<file path="config.mk">
export PLATFORM = sky130hd
export DESIGN_NAME = gen_capture_ctrl
export DESIGN_NICKNAME = d
export VERILOG_FILES = /design/src/rtl/gen_capture_pkg.sv /design/src/rtl/sym_fifo2.sv /design/src/rtl/gen_capture_ctrl.sv
export SDC_FILE = /design/constraint.sdc
export NUM_CORES = 1
export LEC_CHECK = 0
export BUFFER_PORTS_ARGS = -buffer_cell sky130_fd_sc_hd__buf_2
export CAP_MARGIN = 20
export CORE_AREA = 2 2 123 125
export CTS_CLUSTER_SIZE = 25
export DETAILED_ROUTE_END_ITERATION = 8
export DIE_AREA = 0 0 125 127
export PLACE_DENSITY_LB_ADDON = 0.05
export SETUP_SLACK_MARGIN = 0.15
export SYNTH_ARGS = -nofsm -noshare
export SYNTH_HDL_FRONTEND = slang
export SYNTH_SLANG_ARGS = --single-unit
</file>
<file path="constraint.sdc">
create_clock -name clk -period 6 [get_ports clk]
set_clock_uncertainty 0.05 [all_clocks]
set_input_delay 0 -clock clk [delete_from_list [all_inputs] [get_ports clk]]
set_output_delay 0 -clock clk [all_outputs]
set_load 0.005 [all_outputs]
</file>
<file path="src/rtl/gen_capture_pkg.sv">
// Shared types and helpers for the generator burst-capture controller.
package gen_capture_pkg;

  typedef enum logic [2:0] {
    IDLE,
    ARM,
    RUN,
    DRAIN,
    DONE
  } cap_state_e;

  localparam int unsigned BUF_DEPTH = 2;

  // Successor of prev in a counter that wraps to 0 after wrap, modulo 2**width.
  function automatic logic [31:0] next_expected(input logic [31:0] prev,
                                                input logic [31:0] wrap,
                                                input int unsigned width = 32);
    logic [31:0] mask;
    mask = (width >= 32) ? '1 : ((32'd1 << width) - 32'd1);
    return (prev == wrap) ? '0 : ((prev + 32'd1) & mask);
  endfunction

endpackage

</file>
<file path="src/rtl/sym_fifo2.sv">
// Two-entry valid/ready FIFO; the head register drives the read port directly.
module sym_fifo2
  import gen_capture_pkg::*;
#(
  parameter int unsigned WIDTH = 8
) (
  input  logic             clk,
  input  logic             rst,
  input  logic             flush_i,
  input  logic             wr_en_i,
  input  logic [WIDTH-1:0] wr_data_i,
  input  logic             rd_ready_i,
  output logic [WIDTH-1:0] rd_data_o,
  output logic             rd_valid_o,
  output logic             full_o,
  output logic             empty_o
);

  localparam int unsigned CNT_W = $clog2(BUF_DEPTH + 1);

  logic [WIDTH-1:0] head_q, head_d;
  logic [WIDTH-1:0] tail_q, tail_d;
  logic [CNT_W-1:0] cnt_q, cnt_d;
  logic             push, pop;

  assign rd_data_o  = head_q;
  assign rd_valid_o = (cnt_q != '0);
  assign empty_o    = (cnt_q == '0);
  assign full_o     = (cnt_q == CNT_W'(BUF_DEPTH));
  assign pop        = rd_valid_o && rd_ready_i;
  // A write into a full buffer still lands when the head leaves on the same edge.
  assign push       = wr_en_i && (!full_o || pop);

  always_comb begin
    head_d = head_q;
    tail_d = tail_q;
    cnt_d  = cnt_q;
    if (flush_i) begin
      head_d = '0;
      cnt_d  = '0;
    end else begin
      case ({push, pop})
        2'b10: begin
          if (cnt_q == '0) head_d = wr_data_i;
          else             tail_d = wr_data_i;
          cnt_d = cnt_q + CNT_W'(1);
        end
        2'b01: begin
          head_d = tail_q;
          cnt_d  = cnt_q - CNT_W'(1);
        end
        2'b11: begin
          if (cnt_q == CNT_W'(1)) begin
            head_d = wr_data_i;
          end else begin
            head_d = tail_q;
            tail_d = wr_data_i;
          end
        end
        default: ;
      endcase
    end
  end

  always_ff @(posedge clk) begin
    if (rst) begin
      head_q <= '0;
      tail_q <= '0;
      cnt_q  <= '0;
    end else begin
      head_q <= head_d;
      tail_q <= tail_d;
      cnt_q  <= cnt_d;
    end
  end

endmodule

</file>
<file path="src/rtl/gen_capture_ctrl.sv">
// Burst capture controller: aligns to generator symbols, qualifies them after a
// stability window, checks the counter sequence and forwards them downstream.
module gen_capture_ctrl
  import gen_capture_pkg::*;
#(
  parameter int unsigned DATA_WIDTH  = 8,
  parameter int unsigned HOLD_WIDTH  = 4,
  parameter int unsigned BURST_WIDTH = 8,
  parameter int unsigned ERR_WIDTH   = 8
) (
  input  logic                   clk,
  input  logic                   rst,
  input  logic                   i_Start,
  input  logic                   i_Abort,
  input  logic [BURST_WIDTH-1:0] i_Burst_Len,
  input  logic [HOLD_WIDTH-1:0]  i_Hold_Cycles,
  input  logic [DATA_WIDTH-1:0]  i_Wrap_Value,
  input  logic [DATA_WIDTH-1:0]  i_Gen_Data,
  output logic [DATA_WIDTH-1:0]  o_Data,
  output logic                   o_Valid,
  input  logic                   i_Ready,
  output logic                   o_Busy,
  output logic                   o_Done,
  output logic                   o_Seq_Err,
  output logic [ERR_WIDTH-1:0]   o_Err_Count,
  output logic                   o_Overflow
);

  cap_state_e             state_q, state_d;
  logic [DATA_WIDTH-1:0]  d_q;
  logic [DATA_WIDTH-1:0]  prev_q, prev_d;
  logic [DATA_WIDTH-1:0]  wrap_q, wrap_d;
  logic [HOLD_WIDTH-1:0]  hold_q, hold_d;
  logic [HOLD_WIDTH-1:0]  stab_q, stab_d;
  logic [BURST_WIDTH-1:0] len_q, len_d;
  logic [BURST_WIDTH-1:0] sym_cnt_q, sym_cnt_d;
  logic [ERR_WIDTH-1:0]   err_cnt_q, err_cnt_d;
  logic                   qual_q, qual_d;
  logic                   first_q, first_d;
  logic                   seq_err_q, seq_err_d;
  logic                   ovf_q, ovf_d;
  logic                   changed, qualify, mismatch;
  logic                   buf_wr, buf_flush, buf_full, buf_empty, buf_pop;

  assign changed  = (i_Gen_Data != d_q);
  assign qualify  = (state_q == RUN) && !changed && (stab_q == hold_q) && !qual_q;
  assign mismatch = !first_q &&
                    (next_expected(32'(prev_q), 32'(wrap_q), DATA_WIDTH) != 32'(d_q));
  assign buf_pop  = o_Valid && i_Ready;

  assign o_Busy      = (state_q != IDLE);
  assign o_Done      = (state_q == DONE) && !i_Abort;
  assign o_Seq_Err   = seq_err_q;
  assign o_Err_Count = err_cnt_q;
  assign o_Overflow  = ovf_q;

  always_comb begin
    stab_d = stab_q;
    qual_d = qual_q;
    if (changed) begin
      stab_d = '0;
      qual_d = 1'b0;
    end else begin
      if (stab_q < hold_q) stab_d = stab_q + HOLD_WIDTH'(1);
      if (qualify)         qual_d = 1'b1;
    end
  end

  always_comb begin
    state_d   = state_q;
    prev_d    = prev_q;
    wrap_d    = wrap_q;
    hold_d    = hold_q;
    len_d     = len_q;
    sym_cnt_d = sym_cnt_q;
    err_cnt_d = err_cnt_q;
    first_d   = first_q;
    seq_err_d = seq_err_q;
    ovf_d     = ovf_q;
    buf_wr    = 1'b0;
    buf_flush = 1'b0;
    if (i_Abort && (state_q != IDLE)) begin
      state_d   = IDLE;
      buf_flush = 1'b1;
    end else begin
      case (state_q)
        IDLE: begin
          if (i_Start) begin
            hold_d    = i_Hold_Cycles;
            len_d     = i_Burst_Len;
            wrap_d    = i_Wrap_Value;
            sym_cnt_d = '0;
            err_cnt_d = '0;
            seq_err_d = 1'b0;
            ovf_d     = 1'b0;
            first_d   = 1'b1;
            state_d   = (i_Burst_Len == '0) ? DONE : ARM;
          end
        end
        ARM: begin
          if (changed) state_d = RUN;
        end
        RUN: begin
          if (qualify) begin
            // prev tracks the received value whether it matched or not (resync).
            if (mismatch) begin
              seq_err_d = 1'b1;
              if (err_cnt_q != '1) err_cnt_d = err_cnt_q + ERR_WIDTH'(1);
            end
            prev_d  = d_q;
            first_d = 1'b0;
            buf_wr  = 1'b1;
            if (buf_full && !buf_pop) ovf_d = 1'b1;
            sym_cnt_d = sym_cnt_q + BURST_WIDTH'(1);
            if (sym_cnt_d == len_q) state_d = DRAIN;
          end
        end
        DRAIN: begin
          if (buf_empty) state_d = DONE;
        end
        DONE: begin
          state_d = IDLE;
        end
        default: state_d = IDLE;
      endcase
    end
  end

  always_ff @(posedge clk) begin
    if (rst) begin
      state_q   <= IDLE;
      d_q       <= '0;
      prev_q    <= '0;
      wrap_q    <= '0;
      hold_q    <= '0;
      stab_q    <= '0;
      len_q     <= '0;
      sym_cnt_q <= '0;
      err_cnt_q <= '0;
      qual_q    <= 1'b0;
      first_q   <= 1'b0;
      seq_err_q <= 1'b0;
      ovf_q     <= 1'b0;
    end else begin
      state_q   <= state_d;
      d_q       <= i_Gen_Data;
      prev_q    <= prev_d;
      wrap_q    <= wrap_d;
      hold_q    <= hold_d;
      stab_q    <= stab_d;
      len_q     <= len_d;
      sym_cnt_q <= sym_cnt_d;
      err_cnt_q <= err_cnt_d;
      qual_q    <= qual_d;
      first_q   <= first_d;
      seq_err_q <= seq_err_d;
      ovf_q     <= ovf_d;
    end
  end

  sym_fifo2 #(
    .WIDTH (DATA_WIDTH)
  ) u_buf (
    .clk        (clk),
    .rst        (rst),
    .flush_i    (buf_flush),
    .wr_en_i    (buf_wr),
    .wr_data_i  (d_q),
    .rd_ready_i (i_Ready),
    .rd_data_o  (o_Data),
    .rd_valid_o (o_Valid),
    .full_o     (buf_full),
    .empty_o    (buf_empty)
  );

endmodule
</file>
==> metrics.yaml, run 1 <==
power-per-cell-area_nw_per_um2: 290
synth_compound_area_share_pct: 16.8
yosysUniqueCellTypes: 64
finalHoldViolCount: 0
holdCritStartpoint: "i_Abort"
grt_util_met1_pct: 21.3
antenna_found_initial: 0
drt_iter0_drc: 228
final_nets: 639
final_area_um2: 5340
synth.area.top_cells: "dfxtp_1 (38%), nand2_1 (6.8%), a21oi_1 (4.9%)"
async_reset_ff_share_pct: 0
numCtsBuffers: 9
die_width_um: 125
dpl-instance-area_um2: 4720
grt_start_max_net_pins: 58
end_kind: "flip-flop"
avgSynthCellArea_um2: 8.20
wl_per_cell_um: 15.1
worstSetupPathType: "reg2reg"
grt_util_met2_pct: 23.9
root_buffer: "clkbuf_16"
synth_top_family_by_area: "simple AND/OR/NAND/NOR gates"
worst-slew-pin-transition_ps: 1060
r2r-end: "o_Err_Count[5]"
core_area_um2: 14400
hp-class: "in2reg"
drc: 0
dp_cells: 739
via_count: 3854
synth_top_flop_cell: "dfxtp_1"
place.port_buffers: 53
postCtsSetupRepairBufs: 0
power_frac_comb_pct: 21.5
reg2reg_slack_ps: 2750
clk_pin_slew_worst_paths_ps: 70
rows: 44
holdWs_ps: 38.9
setup_tns_ps: 0
cts.sinks: 81
critPathMaxFanout: 9
synth-adder-area-share_pct: 3.19
post-route-util_pct: 37.0
p_seq_share_pct: 39.3
pin_count: 54
layout-drive-gt1-share_pct: 14.0
cts_buffer_depth: 2
reg2reg_depth: 7
yosys_warnings: 0
leakagePower_nw: 2.00
die_h_um: 127
irDropWorstVdd_mv: 0.134
dpl.hpwl_mm: 8.55
cts_resized: 0
yosys-top-cells-count: "dfxtp_1 (81), nand2_1 (78), nor2_1 (51)"
synth.most_common_cell: "dfxtp_1"
period_needed_ps: 3250
status: "complete, no violations"
drtAntennaViolNets: 0
relSlewSlack_pct: 29.1
diodes: 0
worst_ep_required_time_ps: 6150
grt_pass1_vias: 3701
insertion_delay_ps: 350
start_util_pct: 29.9
cap_violations: 0
ys_ff_latch: 81
drt-total-wl_mm: 11.8
worstHoldPathCells: 4
p_int_mw: 1.09
firstDrtPassIters: 4
dieArea_um2: 15900
synth_top_area_share_pct: 37.5
r2r_start: "state_q[1]"
stdcell_count: 784
maxSlewViolCount: 0
cts_htree_levels: 3
yosysTopAreaCell: "dfxtp_1"
grt_pass1_wl_mm: 19.6
synthMuxAreaShare_pct: 4.40
clock.fmax_ghz: 0.308
critPathLaunchType: "flip-flop"
cp_data_arrival_time_ps: 3400
synth_edf_count: 0
synth_cells: 527
busiest_layer: "met2"
hold_end: "sym_cnt_q[6]"
synthSimpleGateAreaFrac_pct: 25.0
setup_viol: 0
syn-num-nets: 571
via_per_inst: 4.92
synth-xor-area-share_pct: 8.63
cts_tree: "yes"
clock_power_share_pct: 39.2
track_usage_pct: 15.4
grt_util_met3_pct: 2.47
seq_area_frac_synth_pct: 37.5
grt-ovfl-total: 0
synthToLayoutAreaGrowth_pct: 23.6
finalCritPeriodShare_pct: 54.1
p_switching_mw: 0.463
rsz0062_at_grt: "no"
swShare_pct: 29.9
gp_congestion: 0.781
synth.cell_area_um2: 4320
per-layer routing:
layer / part of all wire [%] / routed length (um)
met5: 0 / 0
met1: 51 / 6040
met3: 3.0 / 354
met2: 44 / 5230
met4: 1.6 / 193
power by group through the flow:
stage	clock, mW	sequential (mW)	combinational [mW]
global placement	0	0.620	0.324
detailed placement	0	0.622	0.322
CTS	0.628	0.610	0.337
global route	0.652	0.615	0.378
finish	0.608	0.610	0.333
floorplan	0	0.608	0.240
layout make-up:
| cell class | instances | area (um^2) |
|---|---|---|
| fillers | 1524 | 9080 |
| clock buffers | 10 | 239 |
| inverters | 16 | 60.1 |
| repair buffers | 86 | 586 |
| flip-flops and latches | 81 | 1620 |
| multi-input cells | 401 | 2510 |
| clock inverters | 6 | 91.3 |
| well taps | 184 | 230 |
worst max path at each step:
stage,endpoint,startpoint,slack (ps),cells after the start
floorplan,o_Err_Count[5],prev_q[4],3490,8
global placement,o_Err_Count[5],d_q[1],2730,7
detailed placement,o_Err_Count[5],d_q[1],2700,7
CTS,o_Err_Count[5],d_q[1],2680,7
global route,o_Err_Count[4],state_q[1],2460,7
finish,o_Err_Count[5],state_q[1],2750,7
flip-flops by register name (all words and copies together) (netlist names), 2 cells and up:
signal,flops
d_q,8
len_q,8
o_Err_Count,8
prev_q,8
sym_cnt_q,8
u_buf.rd_data_o,8
u_buf.tail_q,8
wrap_q,8
hold_q,4
stab_q,4
state_q,3
u_buf.cnt_q,2
cell usage in the layout, fill, tap and decap left out, drive strengths merged, types with 7 or more instances in the layout:
| master | Yosys | routed |
|---|---|---|
| xor2 | 16 | 16 |
| dfxtp | 81 | 81 |
| inv | 15 | 15 |
| nand2 | 78 | 78 |
| o211ai | 10 | 10 |
| buf | 8 | 57 |
| or3 | 7 | 7 |
| nand3 | 15 | 15 |
| nor2b | 12 | 12 |
| clkbuf | 21 | 10 |
| a211oi | 9 | 9 |
| o21ai | 15 | 15 |
| o22ai | 8 | 8 |
| nor4 | 7 | 7 |
| dlygate4sd3 | 0 | 29 |
| a21oi | 42 | 42 |
| mux2i | 19 | 19 |
| nor2 | 51 | 51 |
| xnor2 | 24 | 24 |
| ha | 11 | 11 |
| nor3 | 16 | 16 |
critical path, cell delays in order, from the launching register on:
cell,delay [ps]
dfxtp_1,490
or3b_4,480
nor3_4,230
nand3_2,190
nor3_2,530
o21ai_0,270
o21ai_0,690
o221ai_1,180
cell families after synthesis:
| logic type | count (synthesis) |
|---|---|
| compound gates | 112 |
| xor+xnor | 41 |
| fa+ha+maj | 11 |
| buf+inv | 45 |
| flops | 81 |
| mux | 19 |
| simple gates | 218 |
metrics by stage:
step | setup slack (ps) | total power [mW]
global placement | 2730 | 0.945
finish | 2750 | 1.55
floorplan | 3490 | 0.848
detailed placement | 2700 | 0.944
global route | 2460 | 1.65
CTS | 2680 | 1.57
repair_timing:
item	in CTS	in global routing
hold buffers	29	0
endpoints found under the setup margin	0	0
hold endpoints to repair	29	0
Note: power is estimated with default switching activity, not from simulation.
==> run 2: changes to the inputs <==
--- a/config.mk
+++ b/config.mk
@@ -5,12 +5,13 @@
 export SDC_FILE = /design/constraint.sdc
 export NUM_CORES = 1
 export LEC_CHECK = 0
+export ABC_AREA = 1
 export BUFFER_PORTS_ARGS = -buffer_cell sky130_fd_sc_hd__buf_2
 export CAP_MARGIN = 20
-export CORE_AREA = 2 2 123 125
+export CORE_AREA = 2 2 125 127
 export CTS_CLUSTER_SIZE = 25
 export DETAILED_ROUTE_END_ITERATION = 8
-export DIE_AREA = 0 0 125 127
+export DIE_AREA = 0 0 127 129
 export PLACE_DENSITY_LB_ADDON = 0.05
 export SETUP_SLACK_MARGIN = 0.15
 export SYNTH_ARGS = -nofsm -noshare
==> constraint.sdc (replaced) <==
create_clock -name clk -period 3 [get_ports clk]
set_clock_uncertainty 0.05 [all_clocks]
set_input_delay 0 -clock clk [delete_from_list [all_inputs] [get_ports clk]]
set_output_delay 0 -clock clk [all_outputs]
set_load 0.005 [all_outputs]
==> run 2 against run 1 <==
Utilization down 0.28 points. Non-clock buffer count up 10. Flip-flop and latch count unchanged. Final cell count up 12%. Largest cell class unchanged.
==> metrics.yaml, run 2 <==
status: "complete, no violations"
hp-class: "in2reg"
diodes: 0
die_width_um: 127
grt_pass1_wl_mm: 20.4
place_ws_ps: 554
cts.sinks: 81
numCtsBuffers: 9
gp_congestion: 0.773
clock.fmax_ghz: 0.412
rsz0062_at_grt: "no"
rows: 45
slowest_delay_ps: 310
final_nets: 731
worst-slew-pin-transition_ps: 672
final_cell_mix: "nand2_1 (108), dfxtp_1 (81), inv_1 (68)"
end_kind: "flip-flop"
synth.area.top_cells: "dfxtp_1 (37%), nand2_1 (9.2%), a21oi_1 (5.9%)"
dieArea_um2: 16400
irDropWorstVdd_mv: 0.284
synth_edf_count: 0
root_buffer: "clkbuf_16"
power_mw: 3.67
worst_ep_required_time_ps: 3190
leakagePower_nw: 2.34
period_needed_ps: 2430
seq_area_frac_synth_pct: 36.7
worstHoldPathCells: 3
wl_per_cell_um: 13.8
relSlewSlack_pct: 55.0
slowest_stage: "nor4_4"
synth.cell_area_um2: 4410
core_area_um2: 15000
synthToLayoutAreaGrowth_pct: 24.6
dpl.hpwl_mm: 8.81
hold_buffers: 34
reg2reg_slack_ps: 570
synth_top_flop_cell: "dfxtp_1"
clk_pin_slew_worst_paths_ps: 60
path_buf_inv: 3
syn-num-nets: 645
r2r_start: "hold_q[3]"
r2r-end: "u_buf.rd_data_o[4]"
drt-total-wl_mm: 12.2
yosysTopAreaCell: "dfxtp_1"
worst_slack_ps: 571
synth_cells: 601
layout-drive-gt1-share_pct: 18.4
hold_end: "o_Err_Count[7]"
worstSetupPathType: "reg2reg"
yosys_warnings: 0
via_per_inst: 4.70
final_common_cell: "nand2_1"
place.port_buffers: 53
power-per-cell-area_nw_per_um2: 667
yosys-top-cells-count: "nand2_1 (108), dfxtp_1 (81), inv_1 (68)"
path_cells: "inv_1 > ha_1 > nand2_1 > nor4_4 > nand3_2 > nor2_4 > buf_4 > nand3_2 > nand2_2 > inv_2 > a211oi_1 > nor2_1"
cp_data_arrival_time_ps: 2620
holdCritStartpoint: "rst"
finalHoldViolCount: 0
async_reset_ff_share_pct: 0
reg2reg_depth: 12
start_util_pct: 29.5
path_common_cell: "nand3_2"
setup_tns_ps: 0
firstDrtPassIters: 4
maxSlewViolCount: 0
cts_resized: 0
pin_count: 54
synth.most_common_cell: "nand2_1"
drc: 0
die_h_um: 129
setup_viol: 0
ys_ff_latch: 81
avgSynthCellArea_um2: 7.34
cts_htree_levels: 3
cpLargestDelayFamily: "simple AND/OR/NAND/NOR gates"
antenna_found_initial: 0
insertion_delay_ps: 350
cap_violations: 0
grt_pass1_vias: 4136
via_count: 4138
yosysUniqueCellTypes: 47
synth_top_area_share_pct: 36.7
cts_buffer_depth: 2
postCtsSetupRepairBufs: 0
finalCritPeriodShare_pct: 81.0
drtAntennaViolNets: 0
critPathMaxFanout: 20
critPathLaunchType: "flip-flop"
track_usage_pct: 15.8
grt-ovfl-total: 0
fill_cells: 1616
grt_start_max_net_pins: 30
drt_iter0_drc: 147
cts_tree: "yes"
[run 2: changes by cell type in the layout (fill, tap and decap cells not counted), moves of 10 or more]
cell and delta:
inv_1 +53, o21ai_0 +34, nand2_1 +30, mux2i_1 -18, nand3_1 +18, xnor2_1 -15, nand2_2 +13, nor2b_1 -12
nor3_1 -12, a21oi_1 +10
[run 2: report_power, final]
part | switching [mW] | total [mW] | internal (mW)
combinational | 0.770 | 1.21 | 0.441
clock | 0.451 | 1.12 | 0.666
sequential | 0.104 | 1.34 | 1.24
[run 2: metrics by stage]
step | cell area, um^2 | util [%] | hold WS (ps) | cells
floorplan | 4410 | - | -19.7 | 601
global placement | 4870 | 32.5 | 189 | 830
detailed placement | 4870 | 32.5 | 187 | 830
CTS | 5500 | 36.7 | 144 | 880
finish | 5500 | 36.7 | 150 | 880
global route | 5500 | 36.7 | 168 | 880
[run 2: final cells by class]
class	instances	area [um^2]	share of cell area (%)
clock inverters	3	40.0	0.728
inverters	75	282	5.12
well taps	188	235	4.28
flip-flops and latches	81	1620	29.5
clock buffers	13	250	4.55
repair buffers	96	673	12.2
multi-input cells	424	2400	43.6
[run 2: layer usage]
| metal | GRT usage, % | share of wire [%] | up-vias |
|---|---|---|---|
| met4 | 6.98 | 2.0 | 0 |
| met5 | 0 | 0 | - |
| met1 | 19.5 | 47 | 1918 |
| met2 | 27.4 | 49 | 56 |
| met3 | 2.54 | 2.6 | 16 |
| li1 | - | - | 2148 |
[run 2: tightest hold or removal path: stages]
cell and delay [ps]:
buf_2 110, buf_4 260, a21oi_2 140
[run 2: worst max-delay path by stage]
stage	startpoint	cells after the start	slack (ps)	to
after floorplan	hold_q[3]	12	1020	o_Err_Count[5]
after global placement	hold_q[3]	12	610	u_buf.rd_data_o[1]
after detailed placement	hold_q[3]	12	550	u_buf.rd_data_o[4]
after CTS	hold_q[3]	12	530	u_buf.rd_data_o[4]
after global routing	hold_q[3]	12	270	u_buf.rd_data_o[1]
final	hold_q[3]	12	570	u_buf.rd_data_o[4]
[run 2: cells by family after synthesis]
logic type / Yosys count / synth area share (%)
flip-flops: 81 / 36.7
multiplexers: 1 / 0.227
buffers and inverters: 96 / 8.90
adder cells (fa/ha/maj): 11 / 3.12
AO/OA/AOI/OAI: 142 / 18.5
AND/OR/NAND/NOR: 241 / 26.8
XOR/XNOR: 29 / 5.75
